[config.mk]
export PLATFORM = sky130hd
export DESIGN_NAME = wb_stage_flat
export DESIGN_NICKNAME = d
export VERILOG_FILES = /design/src/rtl/wb_stage_if.sv /design/src/rtl/wb_stage.sv /design/src/flat_wrapper.sv
export SDC_FILE = /design/constraint.sdc
export NUM_CORES = 1
export LEC_CHECK = 0
export CORE_MARGIN = 4
export CORE_UTILIZATION = 44
export DETAILED_ROUTE_END_ITERATION = 6
export GPL_ROUTABILITY_DRIVEN = 0
export PLACE_DENSITY = 0.91
export SETUP_SLACK_MARGIN = 0.4
export SLEW_MARGIN = 20
export SYNTH_ARGS = -nofsm -noshare
export SYNTH_HDL_FRONTEND = slang
export SYNTH_SLANG_ARGS = --single-unit
[constraint.sdc]
create_clock -name clk_in -period 2.6 [get_ports clk_in]
set_input_delay 0.52 -clock clk_in [delete_from_list [all_inputs] [get_ports clk_in]]
set_output_delay 0.52 -clock clk_in [all_outputs]
set_load 0.02 [all_outputs]
[src/rtl/wb_stage_if.sv]
// Bundles the write-back stage's MEM-side handshake, data-memory response
// and register-file write port. master = upstream driver, slave = the stage.
interface wb_stage_if #(
    parameter int CNT_W = 32
);
    logic             in_valid_in;
    logic             in_ready_out;
    logic [4:0]       rd_addr_in;
    logic             wr_en_in;
    logic [1:0]       wb_sel_in;
    logic [2:0]       funct3_in;
    logic [31:0]      alu_result_in;
    logic [31:0]      pc_in;
    logic [31:0]      imm_in;
    logic [31:0]      dmem_rdata_in;
    logic             dmem_rvalid_in;
    logic [4:0]       rd_addr_out;
    logic [31:0]      rd_data_out;
    logic             wr_en_out;
    logic             misalign_err_out;
    logic [CNT_W-1:0] retired_out;

    modport master (
        output in_valid_in, rd_addr_in, wr_en_in, wb_sel_in, funct3_in,
               alu_result_in, pc_in, imm_in, dmem_rdata_in, dmem_rvalid_in,
        input  in_ready_out, rd_addr_out, rd_data_out, wr_en_out,
               misalign_err_out, retired_out
    );

    modport slave (
        input  in_valid_in, rd_addr_in, wr_en_in, wb_sel_in, funct3_in,
               alu_result_in, pc_in, imm_in, dmem_rdata_in, dmem_rvalid_in,
        output in_ready_out, rd_addr_out, rd_data_out, wr_en_out,
               misalign_err_out, retired_out
    );
endinterface

[src/rtl/wb_stage.sv]
// Write-back stage: selects the result source, waits for and formats load
// data, flags misaligned/illegal loads and counts retired instructions.
module wb_stage #(
    parameter int CNT_W = 32
) (
    input logic       clk_in,
    input logic       rst_in,
    wb_stage_if.slave bus
);
    typedef enum logic {IDLE, LOAD_WAIT} state_e;

    localparam logic [1:0] SEL_ALU  = 2'b00;
    localparam logic [1:0] SEL_LOAD = 2'b01;
    localparam logic [1:0] SEL_PC4  = 2'b10;

    state_e           state_q, state_d;
    logic [4:0]       rd_addr_q, rd_addr_d;
    logic [31:0]      rd_data_q, rd_data_d;
    logic             wr_en_q, wr_en_d;
    logic             err_q, err_d;
    logic [CNT_W-1:0] retired_q, retired_d;
    logic [4:0]       ld_rd_q, ld_rd_d;
    logic             ld_wen_q, ld_wen_d;
    logic [2:0]       ld_f3_q, ld_f3_d;
    logic [1:0]       ld_off_q, ld_off_d;

    function automatic logic load_bad(input logic [2:0] f3, input logic [1:0] off);
        case (f3)
            3'b000, 3'b100: load_bad = 1'b0;
            3'b001, 3'b101: load_bad = off[0];
            3'b010:         load_bad = |off;
            default:        load_bad = 1'b1;
        endcase
    endfunction

    function automatic logic [31:0] fmt_load(input logic [31:0] word,
                                             input logic [2:0]  f3,
                                             input logic [1:0]  off);
        logic [31:0] lane;
        lane = word >> {off, 3'b000};
        case (f3)
            3'b000:  fmt_load = {{24{lane[7]}}, lane[7:0]};
            3'b001:  fmt_load = {{16{lane[15]}}, lane[15:0]};
            3'b100:  fmt_load = {24'd0, lane[7:0]};
            3'b101:  fmt_load = {16'd0, lane[15:0]};
            default: fmt_load = lane;
        endcase
    endfunction

    logic [31:0] src_data;
    logic        accept;

    assign accept = bus.in_valid_in && (state_q == IDLE);

    always_comb begin
        case (bus.wb_sel_in)
            SEL_ALU: src_data = bus.alu_result_in;
            SEL_PC4: src_data = bus.pc_in + 32'd4;
            2'b11:   src_data = bus.imm_in;
            default: src_data = bus.alu_result_in;
        endcase
    end

    always_comb begin
        // NOTE: every output of this block gets a default first, so no path
        // leaves a variable unassigned and no latch is inferred.
        state_d   = state_q;
        rd_addr_d = rd_addr_q;
        rd_data_d = rd_data_q;
        wr_en_d   = 1'b0;
        err_d     = 1'b0;
        retired_d = retired_q;
        ld_rd_d   = ld_rd_q;
        ld_wen_d  = ld_wen_q;
        ld_f3_d   = ld_f3_q;
        ld_off_d  = ld_off_q;

        case (state_q)
            IDLE: begin
                if (accept && bus.wb_sel_in != SEL_LOAD) begin
                    wr_en_d   = bus.wr_en_in && (bus.rd_addr_in != 5'd0);
                    retired_d = retired_q + CNT_W'(1);
                    if (wr_en_d) begin
                        rd_addr_d = bus.rd_addr_in;
                        rd_data_d = src_data;
                    end
                end else if (accept) begin
                    if (load_bad(bus.funct3_in, bus.alu_result_in[1:0])) begin
                        err_d = 1'b1;
                    end else begin
                        ld_rd_d  = bus.rd_addr_in;
                        ld_wen_d = bus.wr_en_in;
                        ld_f3_d  = bus.funct3_in;
                        ld_off_d = bus.alu_result_in[1:0];
                        state_d  = LOAD_WAIT;
                    end
                end
            end
            LOAD_WAIT: begin
                if (bus.dmem_rvalid_in) begin
                    wr_en_d   = ld_wen_q && (ld_rd_q != 5'd0);
                    retired_d = retired_q + CNT_W'(1);
                    state_d   = IDLE;
                    if (wr_en_d) begin
                        rd_addr_d = ld_rd_q;
                        rd_data_d = fmt_load(bus.dmem_rdata_in, ld_f3_q, ld_off_q);
                    end
                end
            end
            default: state_d = IDLE;
        endcase
    end

    // NOTE: state registers use non-blocking assignments so every flop
    // samples the pre-edge value regardless of statement order.
    always_ff @(posedge clk_in) begin
        if (rst_in) begin
            state_q   <= IDLE;
            rd_addr_q <= 5'd0;
            rd_data_q <= 32'd0;
            wr_en_q   <= 1'b0;
            err_q     <= 1'b0;
            retired_q <= '0;
            ld_rd_q   <= 5'd0;
            ld_wen_q  <= 1'b0;
            ld_f3_q   <= 3'd0;
            ld_off_q  <= 2'd0;
        end else begin
            state_q   <= state_d;
            rd_addr_q <= rd_addr_d;
            rd_data_q <= rd_data_d;
            wr_en_q   <= wr_en_d;
            err_q     <= err_d;
            retired_q <= retired_d;
            ld_rd_q   <= ld_rd_d;
            ld_wen_q  <= ld_wen_d;
            ld_f3_q   <= ld_f3_d;
            ld_off_q  <= ld_off_d;
        end
    end

    assign bus.in_ready_out     = (state_q == IDLE);
    assign bus.rd_addr_out      = rd_addr_q;
    assign bus.rd_data_out      = rd_data_q;
    assign bus.wr_en_out        = wr_en_q;
    assign bus.misalign_err_out = err_q;
    assign bus.retired_out      = retired_q;
endmodule

[src/flat_wrapper.sv]
// flat-port wrapper written by rule: the top's interface ports become plain ports
module wb_stage_flat 
#(
    parameter int CNT_W = 32
)
  (clk_in, rst_in, bus_in_valid_in, bus_rd_addr_in, bus_wr_en_in, bus_wb_sel_in, bus_funct3_in, bus_alu_result_in, bus_pc_in, bus_imm_in, bus_dmem_rdata_in, bus_dmem_rvalid_in, bus_in_ready_out, bus_rd_addr_out, bus_rd_data_out, bus_wr_en_out, bus_misalign_err_out, bus_retired_out);
  wb_stage_if #(.CNT_W(CNT_W)) bus_i ();
  input logic clk_in;
  input logic rst_in;
  input wire logic [$bits(bus_i.in_valid_in)-1:0] bus_in_valid_in;
  input wire logic [$bits(bus_i.rd_addr_in)-1:0] bus_rd_addr_in;
  input wire logic [$bits(bus_i.wr_en_in)-1:0] bus_wr_en_in;
  input wire logic [$bits(bus_i.wb_sel_in)-1:0] bus_wb_sel_in;
  input wire logic [$bits(bus_i.funct3_in)-1:0] bus_funct3_in;
  input wire logic [$bits(bus_i.alu_result_in)-1:0] bus_alu_result_in;
  input wire logic [$bits(bus_i.pc_in)-1:0] bus_pc_in;
  input wire logic [$bits(bus_i.imm_in)-1:0] bus_imm_in;
  input wire logic [$bits(bus_i.dmem_rdata_in)-1:0] bus_dmem_rdata_in;
  input wire logic [$bits(bus_i.dmem_rvalid_in)-1:0] bus_dmem_rvalid_in;
  output wire logic [$bits(bus_i.in_ready_out)-1:0] bus_in_ready_out;
  output wire logic [$bits(bus_i.rd_addr_out)-1:0] bus_rd_addr_out;
  output wire logic [$bits(bus_i.rd_data_out)-1:0] bus_rd_data_out;
  output wire logic [$bits(bus_i.wr_en_out)-1:0] bus_wr_en_out;
  output wire logic [$bits(bus_i.misalign_err_out)-1:0] bus_misalign_err_out;
  output wire logic [$bits(bus_i.retired_out)-1:0] bus_retired_out;
  assign bus_i.in_valid_in = bus_in_valid_in;
  assign bus_i.rd_addr_in = bus_rd_addr_in;
  assign bus_i.wr_en_in = bus_wr_en_in;
  assign bus_i.wb_sel_in = bus_wb_sel_in;
  assign bus_i.funct3_in = bus_funct3_in;
  assign bus_i.alu_result_in = bus_alu_result_in;
  assign bus_i.pc_in = bus_pc_in;
  assign bus_i.imm_in = bus_imm_in;
  assign bus_i.dmem_rdata_in = bus_dmem_rdata_in;
  assign bus_i.dmem_rvalid_in = bus_dmem_rvalid_in;
  assign bus_in_ready_out = bus_i.in_ready_out;
  assign bus_rd_addr_out = bus_i.rd_addr_out;
  assign bus_rd_data_out = bus_i.rd_data_out;
  assign bus_wr_en_out = bus_i.wr_en_out;
  assign bus_misalign_err_out = bus_i.misalign_err_out;
  assign bus_retired_out = bus_i.retired_out;
  wb_stage #(.CNT_W(CNT_W)) u_core (.clk_in(clk_in), .rst_in(rst_in), .bus(bus_i));
endmodule
Yosys cells after proc, flatten, opt, wreduce, memory -nomap -nowiden
Cells that the tools add are included.

word-level totals
  memories kept = 0
  bits in registers = 83
  memory bits (writable) = 0
  ROM bits = 0
  logic and storage cells = 74
  bits in latches = 0
  output and inout port bits = 72

cells by class
  shift operators = 1
  add/subtract/negate cells = 2
  multipliers = 0
  mux-type cells = 28
  equal/unequal tests = 14
  magnitude comparators = 0
  div/mod/pow operators = 0
  bitwise gates (word level) = 4
  reductions and logical operators = 15

operators by type and width
  cell                   number
  $mux 32                6
  $pmux 32 s2            3
  $pmux 32 s4            1
  $add 32x1->32 const B  1
  $add 32x3->32 const B  1
  $shr 32x5->32          1
  $mux 5                 4
  $eq 3x3->1 const B     4
  $mux 1                 10
  $pmux 5 s2             1
  $reduce_bool 5->1      2
  $reduce_and 4->1       2
  $eq 3x1->1 const B     2
  $logic_not 3->1        2
  $ne 2x1->1 const B     3
  $reduce_or 2->1        3
  $eq 2x2->1 const B     2
  $logic_and 1x1->1      4
  $ne 2x2->1 const B     2
  $not 1->1              4
  $pmux 1 s2             2
  $reduce_or 4->1        1
  $eq 3x2->1 const B     1
  $pmux 1 s3             1
  $reduce_and 2->1       1

Logic depth before layout (Yosys ltp)
  depth after elaboration = 10
  mapped depth = 9

Worst setup path before layout
No wires, ideal clock.

  kind = input port to flip-flop
  from = input bus_rd_addr_in[4]
  to = register u_core.rd_data_q[17] (netlist: u_core.bus.rd_data_out[17])
  slack = 575 ps
  arrival = 1892 ps
  cell stages on the path = 7
  setup time = 132 ps
  required time = 2468 ps
  path through = or3_1 -> o311a_1 -> o21a_1 -> buf_6 -> buf_2 -> o211ai_1 -> a21oi_1

on the way
  word-level cells in the longest chain between the ends = 4

RTL lines
  item                               RTL line            source
  from (decl)                        flat_wrapper.sv:11  input wire logic [$bits(bus_i.rd_addr_in)-1:0] bus_rd_addr_in;
  $reduce_bool 5->1                  wb_stage.sv:81      wr_en_d = bus.wr_en_in && (bus.rd_addr_in != 5'd0);
  $logic_and 1x1->1                  wb_stage.sv:81
  $ne 2x1->1 (no source line)        n/a
  $reduce_and 4->1 (no source line)  n/a
  to (signal assigned)               wb_stage.sv:131     rd_data_q <= rd_data_d;
  to (decl)                          wb_stage.sv:18      logic [31:0] rd_data_q, rd_data_d;

No other way between the ends.
A chain may end at the register's enable or synchronous reset.

Final worst setup path
  from = input bus_pc_in[10]
  to = register u_core.rd_data_q[24] (netlist: u_core.bus.rd_data_out[24])

on the way
  word-level cells in the longest chain between the ends = 5

RTL lines
  item           RTL line            source
  from (decl)    flat_wrapper.sv:16  input wire logic [$bits(bus_i.pc_in)-1:0] bus_pc_in;
  $add 32x3->32  wb_stage.sv:58      SEL_PC4: src_data = bus.pc_in + 32'd4;
  $pmux 32 s2    wb_stage.sv:56      case (bus.wb_sel_in)
  $mux 32        wb_stage.sv:83      if (wr_en_d) begin
  $mux 32        wb_stage.sv:80      if (accept && bus.wb_sel_in != SEL_LOAD) begin
  $pmux 32 s2    wb_stage.sv:78      case (state_q)

No other way between the ends. The select of a mux whose other input is x is not followed.

==> results.py <==
metrics = {
    "drt": {
        "wl_per_cell_um": 20.3,
        "drc": 0,
        "drtIter0Drc": 748,
        "vias": 6394,
        "ant_nets": 0,
        "routed_via_density": 6.03,
        "first_pass_iters": 6,
        "routed_wl_um": 21600,
    },
    "synth": {
        "synthMuxAreaShare_pct": 8.12,
        "synth_top_family_by_area": "simple AND/OR/NAND/NOR gates",
        "avgSynthCellArea_sq_um": 8.08,
        "synth_top_area_cell": "dfxtp_1",
        "synthesis.nets": 795,
        "post-synth-top-count-cell": "nor2_1",
        "synth-simple-area-share_pct": 25.6,
        "syn-instance-count": 650,
        "yosys-top-cells-area": "dfxtp_1 (32%), mux2i_1 (7.0%), nor2_1 (6.2%), a21oi_1 (5.0%), xnor2_1 (4.3%)",
        "yosysSeqAreaShare_pct": 31.6,
        "synth_commonest_cells": "nor2_1 (87), dfxtp_1 (83), a21oi_1 (52)",
        "ys_types": 65,
        "synth_compound_area_share_pct": 21.3,
        "async_reset_ff_share_pct": 0,
        "synth_edf_count": 0,
        "synth_xor_area_share_pct": 8.67,
        "yosys_most_used_dff": "dfxtp_1",
        "synth_top_area_share_pct": 31.6,
        "synth-warning-count": 0,
        "synthAdderAreaFrac_pct": 0.476,
        "synth_area_sq_mm": 0.00526,
        "ys_seq_elements": 83,
    },
    "clock_network": {
        "clock_path_buffers": 2,
        "clock_sinks": 83,
        "cts_root_buffer": "clkbuf_16",
        "cts_buffers": 9,
        "cts_hold_buf": 0,
        "clock_latency_ps": 340,
        "htree_levels": 3,
        "clkTransAtPathRegs_ps": 70,
        "cts_tree": "done",
    },
    "floorplan": {
        "die_x_um": 117,
        "start_util_pct": 45.4,
        "io_pins": 215,
        "core_sq_mm": 0.0116,
        "die_y_um": 117,
        "fp.dieArea_sq_mm": 0.0138,
        "num_rows": 39,
    },
    "sta": {
        "setup_violations": 0,
        "finalCritPeriodShare_pct": 83.8,
        "worst_pin_slew_ps": 586,
        "timing.fmax_mhz": 459,
        "rsz0062_at_grt": "true",
        "fin_worst_skew_ps": 8.80,
        "fin_crit_ps": 2180,
        "hold_viol_final": 0,
        "timing.slew.headroom_pct": 60.6,
        "hold_ws_ps": 459,
        "final_max_slew_viol_count": 0,
    },
    "setup_path": {
        "cp.required_ps": 2850,
        "slowest_stage": "clkdlybuf4s50_1",
        "cp-start-kind": "input pin",
        "r2r_slack_ps": 500,
        "crit_top_cell": "buf_4",
        "critPathKind": "in2reg",
        "slowest_delay_ps": 530,
        "path_cells": "clkdlybuf4s50_1 -> nand3_4 -> buf_4 -> nor4_4 -> buf_4 -> nand3_1 -> xnor2_1 -> a21oi_1 -> nor4_2",
        "arrival_ps": 2430,
        "cp_max_fo": 5,
        "worstSetupEndpointType": "register",
    },
    "placed_design": {
        "dpl_cell_area_sq_mm": 0.00786,
        "dpl.hpwl_um": 15900,
        "place_inst": 1027,
        "numPortBuffers": 214,
    },
    "job": {
        "cap_violations": 0,
    },
    "grt": {
        "grtUsageTotal_pct": 28.5,
        "grt-ovfl-total": 0,
        "antenna_found_initial": 0,
        "grt_pass1_wl_um": 30500,
        "grt_max_degree": 45,
        "grt_pass1_vias": 5810,
    },
    "power": {
        "vdd_drop_max_mv": 0.355,
        "p_per_area_mw_per_mm2": 413,
        "p_leak_nw": 3.27,
        "p_total_mw": 3.50,
    },
    "cells_and_area": {
        "fin_nets": 1057,
        "final_cells": 1061,
        "post-route-cell-area_sq_mm": 0.00847,
        "syn2layout_area_growth_pct": 61.2,
        "final_layout_size_suffix_gt1_share_pct": 15.6,
    },
    "min_path": {
        "hp-class": "reg2reg",
    },
    "run_status": {
        "status": "complete, no violations",
    },
}
-- power by group --
| part | switching, mW | leakage (nW) | total (mW) | internal (mW) |
|---|---|---|---|---|
| clock network | 0.598 | 0.149 | 1.28 | 0.683 |
| registers | 0.0309 | 0.674 | 1.34 | 1.31 |
| logic | 0.416 | 2.45 | 0.873 | 0.456 |
-- cells in the final DEF, fill, tap and decap left out, drive strengths merged, types with 26 or more instances in the layout --
master / Yosys / layout
clkdlybuf4s50: 0 / 193
dfxtp: 83 / 83
xor2: 26 / 26
a21oi: 52 / 52
xnor2: 26 / 26
mux2i: 37 / 37
o21ai: 36 / 36
nand3: 28 / 28
buf: 21 / 79
nand2: 42 / 42
nor2: 88 / 88
-- logic make-up (layout without fill, tap and decap cells) --
logic type	count (synthesis)	after routing
other	0	1
muxes	41	41
DFF	83	83
xor gates and xnor gates	52	52
adders and majority gates	2	2
AOI/OAI and AO/OA	163	163
and+or+nand+nor	259	259
buffers and inverters	50	317
-- path summary, 6_finish.rpt --
path                                              endpoint                       from  cells after the start
worst max-delay path            u_core.bus.rd_data_out[24]              bus_pc_in[10]                      9
worst min-delay path             u_core.bus.rd_data_out[4]  u_core.bus.rd_data_out[4]                      2
worst max register to register   u_core.bus.rd_data_out[6]         u_core.ld_off_q[0]                      5
worst min register to register   u_core.bus.rd_data_out[4]  u_core.bus.rd_data_out[4]                      2
-- timing repair --
item | in CTS | in global routing
pin swaps | 5 | 22
gates cloned | 0 | 1
setup endpoints to repair | 33 | 50
setup buffers | 5 | 11
resized for setup | 19 | 35
-- per-stage QoR --
stage	utilization, %	setup TNS [ps]	worst slack [ps]
global placement	67.9	-9.23	-9.23
floorplan	-	0	575
global route	73.2	0	350
CTS	71.1	0	379
finish	73.2	0	422
detailed placement	67.9	-184	-47.6
-- per-layer routing --
layer,part of all wire (%),track usage [%],vias up
met4,4.3,11.6,0
met1,38,37.8,2991
met5,0,0,-
met2,46,44.2,424
li1,-,-,2896
met3,11,7.15,83
-- layout make-up --
| class | instances | area (sq um) |
|---|---|---|
| antenna | 1 | 2.50 |
| clock buffer | 9 | 225 |
| clock inverter | 7 | 76.3 |
| fill | 814 | 3100 |
| inverter | 9 | 33.8 |
| multi-input combinational | 517 | 3520 |
| sequential | 83 | 1660 |
| tap | 143 | 179 |
| timing repair buffer | 292 | 2770 |
-- flip-flops by register name, indices dropped and copies added (netlist names) --
signal and cells:
u_core.ld_rd_q 5, u_core.bus.wr_en_out 1, u_core.ld_wen_q 1, u_core.bus.rd_addr_out 5, u_core.ld_off_q 2, u_core.state_q 1, u_core.ld_f3_q 3, u_core.bus.rd_data_out 32
u_core.bus.retired_out 32, u_core.bus.misalign_err_out 1
-- critical path: cells and delay by family --
family                    cells  cell delay, ps
xor gates and xnor gates      1             200
AOI/OAI and AO/OA             1             110
buffers and inverters         3             890
and+or+nand+nor               4             710
Power figures use the tool's default switching activity.
